### src/rtl/bpf_fetch_pipe.sv
// Instruction fetch front end for a BPF core: issues code-memory reads, buffers
// returned words through a short elastic pipe, and flushes on branch redirect or halt.
module bpf_fetch_pipe #(
  parameter int unsigned CODE_ADDR_WIDTH = 10,
  parameter int unsigned INSTR_WIDTH     = 64,
  parameter int unsigned PIPE_DEPTH      = 1,
  parameter int unsigned COUNT_WIDTH     = 6
) (
  input  logic                       clk,
  input  logic                       rst,
  input  logic                       start,
  input  logic                       halt,
  input  logic                       branch_mispredict,
  input  logic [CODE_ADDR_WIDTH-1:0] branch_target,
  output logic                       inst_rd_en,
  output logic [CODE_ADDR_WIDTH-1:0] inst_addr,
  input  logic [INSTR_WIDTH-1:0]     instr_in,
  output logic [INSTR_WIDTH-1:0]     instr_out,
  output logic [CODE_ADDR_WIDTH-1:0] pc_out,
  output logic [COUNT_WIDTH-1:0]     icount_out,
  output logic                       vld,
  input  logic                       next_rdy,
  output logic                       busy
);

  localparam int unsigned             LAST    = PIPE_DEPTH - 1;
  localparam logic [COUNT_WIDTH-1:0]  CNT_MAX = '1;

  typedef enum logic {IDLE = 1'b0, RUN = 1'b1} state_t;

  state_t                     state;
  logic [CODE_ADDR_WIDTH-1:0] pc;
  logic                       inflight;
  logic [CODE_ADDR_WIDTH-1:0] ret_pc;

  logic                       skid_v;
  logic [INSTR_WIDTH-1:0]     skid_instr;
  logic [CODE_ADDR_WIDTH-1:0] skid_pc;
  logic [COUNT_WIDTH-1:0]     skid_cnt;

  logic                       sv  [PIPE_DEPTH];
  logic [INSTR_WIDTH-1:0]     si  [PIPE_DEPTH];
  logic [CODE_ADDR_WIDTH-1:0] sp  [PIPE_DEPTH];
  logic [COUNT_WIDTH-1:0]     sc  [PIPE_DEPTH];
  logic                       adv [PIPE_DEPTH];
  logic                       acc [PIPE_DEPTH];

  logic flush;
  logic blocked0;
  logic to_skid;

  function automatic logic [COUNT_WIDTH-1:0] sat_inc(input logic [COUNT_WIDTH-1:0] c);
    return (c == CNT_MAX) ? c : c + COUNT_WIDTH'(1);
  endfunction

  // Advance/accept chain, resolved from the output slice backwards so bubbles collapse
  always_comb begin
    for (int k = 0; k < int'(PIPE_DEPTH); k++) begin
      adv[k] = 1'b0;
      acc[k] = 1'b0;
    end
    adv[LAST] = sv[LAST] & next_rdy;
    acc[LAST] = ~sv[LAST] | adv[LAST];
    for (int k = int'(PIPE_DEPTH) - 2; k >= 0; k--) begin
      adv[k] = sv[k] & acc[k+1];
      acc[k] = ~sv[k] | adv[k];
    end
  end

  assign flush      = halt | branch_mispredict;
  assign blocked0   = ~acc[0];
  assign to_skid    = inflight & blocked0;
  // A read whose data would find slice 0 blocked is withheld so the skid never overflows
  assign inst_rd_en = (state == RUN) & ~flush & ~skid_v & ~(inflight & blocked0);
  assign inst_addr  = pc;

  always_ff @(posedge clk or negedge rst) begin
    if (!rst) begin
      state      <= IDLE;
      pc         <= '0;
      inflight   <= 1'b0;
      ret_pc     <= '0;
      skid_v     <= 1'b0;
      skid_instr <= '0;
      skid_pc    <= '0;
      skid_cnt   <= '0;
      for (int k = 0; k < int'(PIPE_DEPTH); k++) begin
        sv[k] <= 1'b0;
        si[k] <= '0;
        sp[k] <= '0;
        sc[k] <= '0;
      end
    end else begin
      if (state == IDLE) begin
        if (start) begin
          state <= RUN;
          pc    <= '0;
        end
      end else begin
        if (halt) begin
          state <= IDLE;
        end else if (branch_mispredict) begin
          pc <= branch_target;
        end else if (inst_rd_en) begin
          pc <= pc + CODE_ADDR_WIDTH'(1);
        end
      end

      inflight <= inst_rd_en;
      if (inst_rd_en) begin
        ret_pc <= pc;
      end

      if (flush) begin
        skid_v <= 1'b0;
        for (int k = 0; k < int'(PIPE_DEPTH); k++) begin
          sv[k] <= 1'b0;
        end
      end else begin
        if (to_skid) begin
          skid_v     <= 1'b1;
          skid_instr <= instr_in;
          skid_pc    <= ret_pc;
          skid_cnt   <= '0;
        end else if (skid_v) begin
          if (acc[0]) begin
            skid_v <= 1'b0;
          end else begin
            skid_cnt <= sat_inc(skid_cnt);
          end
        end

        // Slice 0 takes the skid entry first, otherwise the fresh memory return
        if (acc[0]) begin
          sv[0] <= skid_v | inflight;
          if (skid_v) begin
            si[0] <= skid_instr;
            sp[0] <= skid_pc;
            sc[0] <= skid_cnt;
          end else if (inflight) begin
            si[0] <= instr_in;
            sp[0] <= ret_pc;
            sc[0] <= '0;
          end
        end else begin
          sc[0] <= sat_inc(sc[0]);
        end

        for (int k = 1; k < int'(PIPE_DEPTH); k++) begin
          if (acc[k]) begin
            sv[k] <= sv[k-1];
            if (sv[k-1]) begin
              si[k] <= si[k-1];
              sp[k] <= sp[k-1];
              sc[k] <= sc[k-1];
            end
          end else begin
            sc[k] <= sat_inc(sc[k]);
          end
        end
      end
    end
  end

  assign instr_out  = si[LAST];
  assign pc_out     = sp[LAST];
  assign icount_out = sc[LAST];
  assign vld        = sv[LAST];
  assign busy       = (state == RUN);

endmodule

### config.mk
export PLATFORM = sky130hd
export DESIGN_NAME = bpf_fetch_pipe
export DESIGN_NICKNAME = d
export VERILOG_FILES = /design/src/rtl/bpf_fetch_pipe.sv
export SDC_FILE = /design/constraint.sdc
export NUM_CORES = 1
export LEC_CHECK = 0
export ABC_AREA = 1
export ABC_CLOCK_PERIOD_IN_PS = 2000
export CAP_MARGIN = 15
export CORE_MARGIN = 2
export CORE_UTILIZATION = 40
export CTS_CLUSTER_DIAMETER = 80
export DETAILED_ROUTE_END_ITERATION = 10
export GPL_TIMING_DRIVEN = 1
export PLACE_DENSITY = 0.7
export REMOVE_ABC_BUFFERS = 1
export SLEW_MARGIN = 30
export SYNTH_ARGS = -nofsm -noshare
export SYNTH_HDL_FRONTEND = slang
export SYNTH_SLANG_ARGS = --single-unit
### constraint.sdc
create_clock -name clk -period 2 [get_ports clk]
set_clock_uncertainty 0.2 [all_clocks]
set_input_delay 0.4 -clock clk [delete_from_list [all_inputs] [get_ports clk]]
set_output_delay 0.4 -clock clk [all_outputs]
set_load 0.005 [all_outputs]
=== Yosys cells after proc, flatten, opt, wreduce, memory -nomap -nowiden ===
Index checks and enable logic that the tools add are counted.

* Flip-flop bits (word level): 184
* Input port bits: 80
* Word-level logic and storage cells: 71
* Output and inout port bits: 93

* Reductions and logical operators: 9
* Muxes and demuxes: 26
* Bitwise operators: 13
* Add/subtract/negate cells: 3
* Eq/ne operators: 8

{| class="wikitable"
|+ Operators by type and width
! cell !! number
|-
| $mux W64 || 2
|-
| $mux W10 || 7
|-
| $mux W6 || 8
|-
| $add A6 B1 Y6 const B || 2
|-
| $eq A6 B6 Y1 const B || 2
|-
| $add A10 B1 Y10 const B || 1
|-
| $mux W1 || 9
|-
| $reduce_and A3 Y1 || 3
|-
| $reduce_bool A2 Y1 || 4
|-
| $ne A2 B2 Y1 const B || 3
|-
| $ne A3 B3 Y1 const B || 2
|-
| $and A1 B1 Y1 || 5
|-
| $not A1 Y1 || 5
|-
| $reduce_and A4 Y1 || 1
|-
| $or A1 B1 Y1 || 3
|-
| $ne A2 B1 Y1 const B || 1
|-
| $reduce_and A2 Y1 || 1
|}

=== Longest topological paths before layout ===
* Depth after elaboration: 10
* Depth in mapped cells: 9

=== Least setup slack after synthesis ===
Ideal clock, no wire load.

* Kind: in2reg
* Start: in next_rdy
* End: reg si, in the netlist instr_out[0]
* Stages: 7
* Setup slack: 0.477 ns
* Data arrival time: 1.204 ns
* Data required time: 1.681 ns
* Setup time: 0.119 ns
* Cell sequence: inv_1 > nand2_2 > inv_2 > nor2_4 > buf_4 > buf_4 > o21a_1

* Word-level cells in the longest chain between the ends: 3

{| class="wikitable"
|+ Ends and longest elaborated chain
! item !! line !! text
|-
| start: declaration || 22 || <nowiki>input logic next_rdy,</nowiki>
|-
| $and A1 B1 Y1 || 62 || <nowiki>adv[LAST] = sv[LAST] & next_rdy;</nowiki>
|-
| $or A1 B1 Y1 || 63 || <nowiki>acc[LAST] = ~sv[LAST] | adv[LAST];</nowiki>
|-
| $reduce_and A3 Y1 (no line) || -- ||
|-
| end signal: indexed assignment || 153 || <nowiki>si[k] <= si[k-1];</nowiki>
|-
| end: declaration || 42 || <nowiki>logic [INSTR_WIDTH-1:0] si [PIPE_DEPTH];</nowiki>
|}

No other way between the ends.
A chain may end at the register's enable or synchronous reset.

=== Worst setup path in the final report ===
* Start: reg pc[9] (netlist: inst_addr[9])
* End: out inst_addr[9]

{| class="wikitable"
|+ RTL lines
! item !! line !! text
|-
| start: declaration || 32 || <nowiki>logic [CODE_ADDR_WIDTH-1:0] pc;</nowiki>
|-
| start signal: assignment || 103 || <nowiki>pc <= branch_target;</nowiki>
|-
| start signal: assignment || 105 || <nowiki>pc <= pc + CODE_ADDR_WIDTH'(1);</nowiki>
|-
| end: declaration || 16 || <nowiki>output logic [CODE_ADDR_WIDTH-1:0] inst_addr,</nowiki>
|}

No word-level cell between the ends.

==> results.txt <==
The flow ran to the end, and the final reports show no timing, DRC or antenna violations. The fraction of met3 tracks used by global routing is approximately 4.1%. The instance count on the critical path is 1. The number of cells after detailed placement came out at between 1k and 1.5k. The total routed wirelength came out at 18,700 µm.

The routed layout has slightly above 7k vias. By area the synthesized netlist is led by sky130_fd_sc_hd__dfrtp_1 (55%), sky130_fd_sc_hd__nand2_1 (15%), sky130_fd_sc_hd__o21ai_0 (10%), sky130_fd_sc_hd__o21a_1 (6.7%), sky130_fd_sc_hd__inv_1 (4.5%). The worst path required time is 1400 ps.

The final routed DRC violation total came out at 0. The peak clock frequency supported by timing came out at 511 MHz. The number of clock buffers added by TritonCTS is 17. The routed length per instance came out at 12.6 µm. The depth of the CTS H-tree came out at 4. The power per standard cell area came out at 934 nW/µm². The worst setup path is launched from a register. The leakage power total came out at 0.00545 µW.

The worst register-to-register path ends at inst_addr[6]$_DFFE_PN0P_. The minimum clock period after layout is 1960 ps. The I/O pin count is between 150 and 200. The clock sink count is 184. The worst supply voltage drop on vdd came out at 574 µV. Setup violations remaining at the end of the flow were counted as 0. The transition time of the tightest slew-check pin is just over 500 ps.

The global-route wire length before repair came out at 31,400 µm. STA classifies the critical path endpoint as an output pin. TritonCTS built the clock tree. The setup path with the least slack is of type register to output pin.

The post-synthesis average cell area is approximately 8.4 µm². The final count of hold timing violations came out at 0. The top-area cell type share of the netlist area came out at between 50% and 60%. Hold is met by roughly 280 ps. After detailed placement, the total cell area comes to between 10,000 and 15,000 µm².

The die height is ~150 µm. The tree is rooted in a sky130_fd_sc_hd__clkbuf_16. The cell depth of the worst flop-to-flop path is 6. The number of detailed-routing iterations run before antenna repair is 5. The most frequent standard cell in the layout excluding fill and tap cells is sky130_fd_sc_hd__nand2_1.

The worst hold path begins at skid_instr[43]$_DFFE_PN0P_. The setup check on the worst reg-to-reg path leaves a slack of about 300 ps. The floorplan has 52 rows.

The number of standard cells in the final layout excluding fillers is roughly 1.5k. No sink is reached through more buffers than the 2 on the longest clock path. The die covers about 22,000 µm².

The relative max-transition margin is 65.9%. The via count of the first global-routing pass is around 6.6k. The number of antenna violations at the first check in global routing is 0.

Data arrives at the worst endpoint at 1360 ps. For this run, the number of Yosys warnings is 0. Once the floorplan was initialized, standard cells occupied approximately two fifths of the core. Counting both buffers and inverters, the worst setup path holds a total of 1.

The count of routing violations after the opening detailed-route iteration came out at 392. Among cell families on the critical path, the largest total delay comes from buffers and inverters. The count of inserted antenna diode cells is 0.

The placed wire-length estimate after detailed placement came out at 13,200 µm. The distinct cell type count after synthesis is 26. Traced cell by cell, the critical path runs through clkdlybuf4s50_1. The global routing usage on met2 came out at ~28%. The global routing stage identified its most utilized layer as met2.

The cell type with the highest aggregate area in the netlist is sky130_fd_sc_hd__dfrtp_1. Counting every instance in the synthesized netlist gives 991. After clock tree synthesis, the clock-pin slew on the worst setup and hold paths is ~70 ps. The share of the yosys chip area belonging to registers is 55.1%. The area inside the core boundary came out at between 20,000 and 25,000 µm². The via density per instance is around 4.8. The delay contributed by the slowest stage of the critical path is roughly 530 ps. The worst hold path terminates at skid_instr[43]$_DFFE_PN0P_. The max-cap check violation count came out at 0.

The cell with the largest stage delay on the worst path is sky130_fd_sc_hd__clkdlybuf4s50_1. The horizontal extent of the die is approximately 150 µm. The final layout net count came out at between 1k and 1.5k. The number of max-slew violations in the final report was 0. The total power after layout is 10,700 µW. Summed over all layers, the global routing overflow is 0. The largest driver fanout on the critical path is 3. The post-route netlist has about a tenth of its cells at a drive strength greater than 1. The worst hold path belongs to the class register to register.

The post-route fraction of the period consumed by the critical path is between 90% and 100%. The worst register-to-register path begins at inflight$_DFF_PN0_. The weighted congestion reported at the end of routability-driven placement is 0.807. The global-route met1 utilization came out at a little under a quarter. The count of state elements after synthesis came out at 184. In the layout the commonest cells are sky130_fd_sc_hd__nand2_1 (324), sky130_fd_sc_hd__dfrtp_1 (182), sky130_fd_sc_hd__o21ai_0 (167), sky130_fd_sc_hd__clkdlybuf4s50_1 (167), sky130_fd_sc_hd__inv_1 (98). The maximum number of pins on one net before global-route repair came out at 87. The number of stages on the worst hold path is 2. The number of filler instances in the final layout is 1,817.

The clock network latency to the later pin of the worst-skew pair came out at roughly 420 ps. The count of nets left with antenna violations once routing finished came out at 0. For this run, the total global-route usage over all layers was measured as 17.4%.

The port buffer count came out at 172. From synthesis to final layout, the design area changed by 37.1%. The synthesized netlist occupies a cell area of approximately 8300 µm².

The total non-filler cell area in the finished layout came out at roughly 11,000 µm².
## per-stage QoR
stage | util (%) | setup slack [ps] | setup TNS (ps)
after CTS | 55.9 | 7.64 | 0
after detailed placement | 52.4 | -299 | -24050
after floorplan | - | -1000 | -92110
after global routing | 56.2 | -6.92 | -6.92
after global placement | 52.4 | -274 | -19840
final | 56.2 | 43.1 | 0
## power by group
group          switching (µW)  total [µW]  internal, µW
clock                    1570        3380          1810
sequential                381        4750          4370
combinational             867        2560          1690
total                    2820       10700          7870
## final cells by class
cell class / instances / area [µm²] / share of cell area (%)
sequential: 184 / 4610 / 40.3
timing repair buffer: 238 / 2410 / 21.1
clock buffer: 18 / 439 / 3.84
clock inverter: 14 / 158 / 1.38
multi-input combinational: 652 / 3090 / 27.0
tap: 270 / 338 / 2.95
inverter: 104 / 393 / 3.43
## kinds of logic after synthesis
group / share of synthesized area [%]
AO/OA/AOI/OAI: 17.3
adder cells (fa/ha/maj): 0.450
flip-flops: 55.1
buffers and inverters: 7.94
AND/OR/NAND/NOR: 19.0
XOR/XNOR: 0.210
## cells in the mapped netlist (all sizes together)
| library cell | number |
|---|---|
| a21oi | 2 |
| buf | 37 |
| clkbuf | 14 |
| dfrtp | 184 |
| ha | 3 |
| inv | 104 |
| nand2 | 328 |
| nand3 | 29 |
| nand3b | 1 |
| nand4 | 2 |
| nor2 | 27 |
| nor3 | 2 |
| o21a | 74 |
| o21ai | 172 |
| o21bai | 1 |
| o22ai | 1 |
| or2 | 8 |
| xor2 | 2 |
## worst reg2reg max path: stages (launching register included)
cell	delay [ps]
sky130_fd_sc_hd__dfrtp_1	430
sky130_fd_sc_hd__nand3_2	110
sky130_fd_sc_hd__buf_4	160
sky130_fd_sc_hd__a21oi_1	120
sky130_fd_sc_hd__nor2_1	410
sky130_fd_sc_hd__nand3_1	140
sky130_fd_sc_hd__nand2_1	90
## repair_timing
item / 4_1_cts / 5_1_grt
pin swaps: 2 / 2
hold buffers: 1 / 0
endpoints found under the hold margin: 49 / 0
buffers inserted: 11 / 8
gates resized for setup: 6 / 5
setup endpoints to repair: 12 / 6
## state kept, by name (all words and copies together) (netlist names)
signal      flops
inst_addr      10
skid_v          1
icount_out      6
skid_instr     64
inflight        1
instr_out      64
skid_pc        10
skid_cnt        6
busy            1
ret_pc         10
pc_out         10
vld             1
## worst max-delay path by stage
stage	slack, ps	end	startpoint
CTS	8	inst_rd_en	halt
global placement	-270	inst_rd_en	branch_mispredict
detailed placement	-300	inst_rd_en	branch_mispredict
finish	40	inst_addr[9]	inst_addr[9]$_DFFE_PN0P_
floorplan	-1000	instr_out[62]$_DFFE_PN0P_	skid_v$_DFF_PN0_
global route	-7	inst_addr[9]	inst_addr[9]$_DFFE_PN0P_
## routing by layer
metal  wire [µm]  up-vias
li1            -     3584
met1        8540     3320
met2        8840      146
met3        1080       15
met4         225        0
met5           0        -
No activity file was read; power rests on OpenSTA's default activity.
==> patch (config.mk and constraints unchanged) <==
Reset style: synchronous (`rst`), changed in one clocked block.
--- a/src/rtl/bpf_fetch_pipe.sv
+++ b/src/rtl/bpf_fetch_pipe.sv
@@ -76,3 +76,3 @@
 
-  always_ff @(posedge clk or negedge rst) begin
+  always_ff @(posedge clk) begin
     if (!rst) begin
Formal check against the unedited RTL: differs if rst is asserted again (counterexample within 4 cycles, from zero or initial values and one cycle with rst low); with rst held inactive, the same outputs for 4 cycles.
==> patch against the unedited design <==
  * Cell area down 3.8%
  * Non-clock buffer count down 1
  * Sequential cell count unchanged
  * Critical endpoint is now inst_addr[0]
  * Hold slack got worse by 0.14 ns
  * Worst setup slack improved by 0.0072 ns
  * Register-to-register slack got worse by 0.24 ns
  * Wire length is 5.1% higher
  * Area after synthesis down 6.6%
Power is not compared: it rests on default switching activity, and its combinational part moved more than twofold at a synthesized area within 25%.
==> patch: results (changes against the unedited design) <==
Synthesis
  • Unique masters post-synth: 25 (-3.8%)
  • Synth Area in XOR/XNOR: 0.337% (+0.13 points)
  • Syn Inst Count: 838 (-15%)
  • Sequential share of the synthesized area: 57.7% (+2.5 points)
  • Async set-reset flop share out of synthesis: 0% (-100 points)

Routing
  • TritonRoute pass-1 iters: 4 (-1)
  • Via count: 6599 (-6.6%)
  • Initial detailed-routing violation count: 434 (+11%)
  • M1 WL: 8580 um (+0.52%)

Global route
  • Overall Global Routing Usage: 18.5% (+1.1 points)
  • Largest net degree at the start of global routing: 84 (-3.4%)
  • Met2 GRT Util: 32.0% (+3.7 points)
  • Global-route wire length before repair: 30000 um (-4.3%)
  • Met1 usage: 23.1% (-0.52 points)

Finish
  • Buffering overhead: 22.7% (+1.6 points)
  • Net count, final: 1122 (-12%)
  • Seq/total area: 41.0% (+0.69 points)
  • FILL cells: 1685 (-7.3%)
  • Multi-input gate count: 494 (-24%)

Hold path
  • Hold Crit Class: primary input to flop
  • Min-Delay Endpoint: busy$_SDFF_PN0_
  • Hold Crit Depth: 4 (+2)

Critical path
  • RR Startpoint: sv[0]$_DFFE_PP_
  • Setup crit end: inst_addr[0]
  • R2R depth: 8 (+2)

Outcome
  • Status: finished clean

Placed design
  • DP Wirelength: 12800 um (-3.1%)

Timing
  • WHS: 0.145 ns (-0.138 ns)

Floorplan
  • Die Wd: 144 um (-3.3%)
[patch: cell types whose count changed after synthesis, moves of 13 or more]
| cell | before | now |
|---|---|---|
| o21ai_2 | 1 | 60 |
| buf_4 | 14 | 1 |
| o21ai_0 | 167 | 105 |
| nand3_1 | 28 | 101 |
| clkbuf_1 | 14 | 27 |
| o21a_1 | 74 | 0 |
| nand2_1 | 324 | 70 |
| a21oi_1 | 2 | 99 |
| edfxtp_1 | 0 | 81 |
| dfrtp_1 | 184 | 0 |
| dfxtp_1 | 0 | 103 |
[patch: where the power goes]
part	switching (mW)	internal (mW)	leakage, nW
logic	0.274	0.335	2.41
registers	0.0329	3.98	1.67
clock network	1.48	1.88	0.286
[patch: timing repair]
item / CTS / global route
resized for setup: 14 / 20
hold buffers: 0 / 0
pin swaps: 1 / 6
endpoints found under the setup margin: 9 / 159
cloned: 0 / 4
buffers inserted: 3 / 12
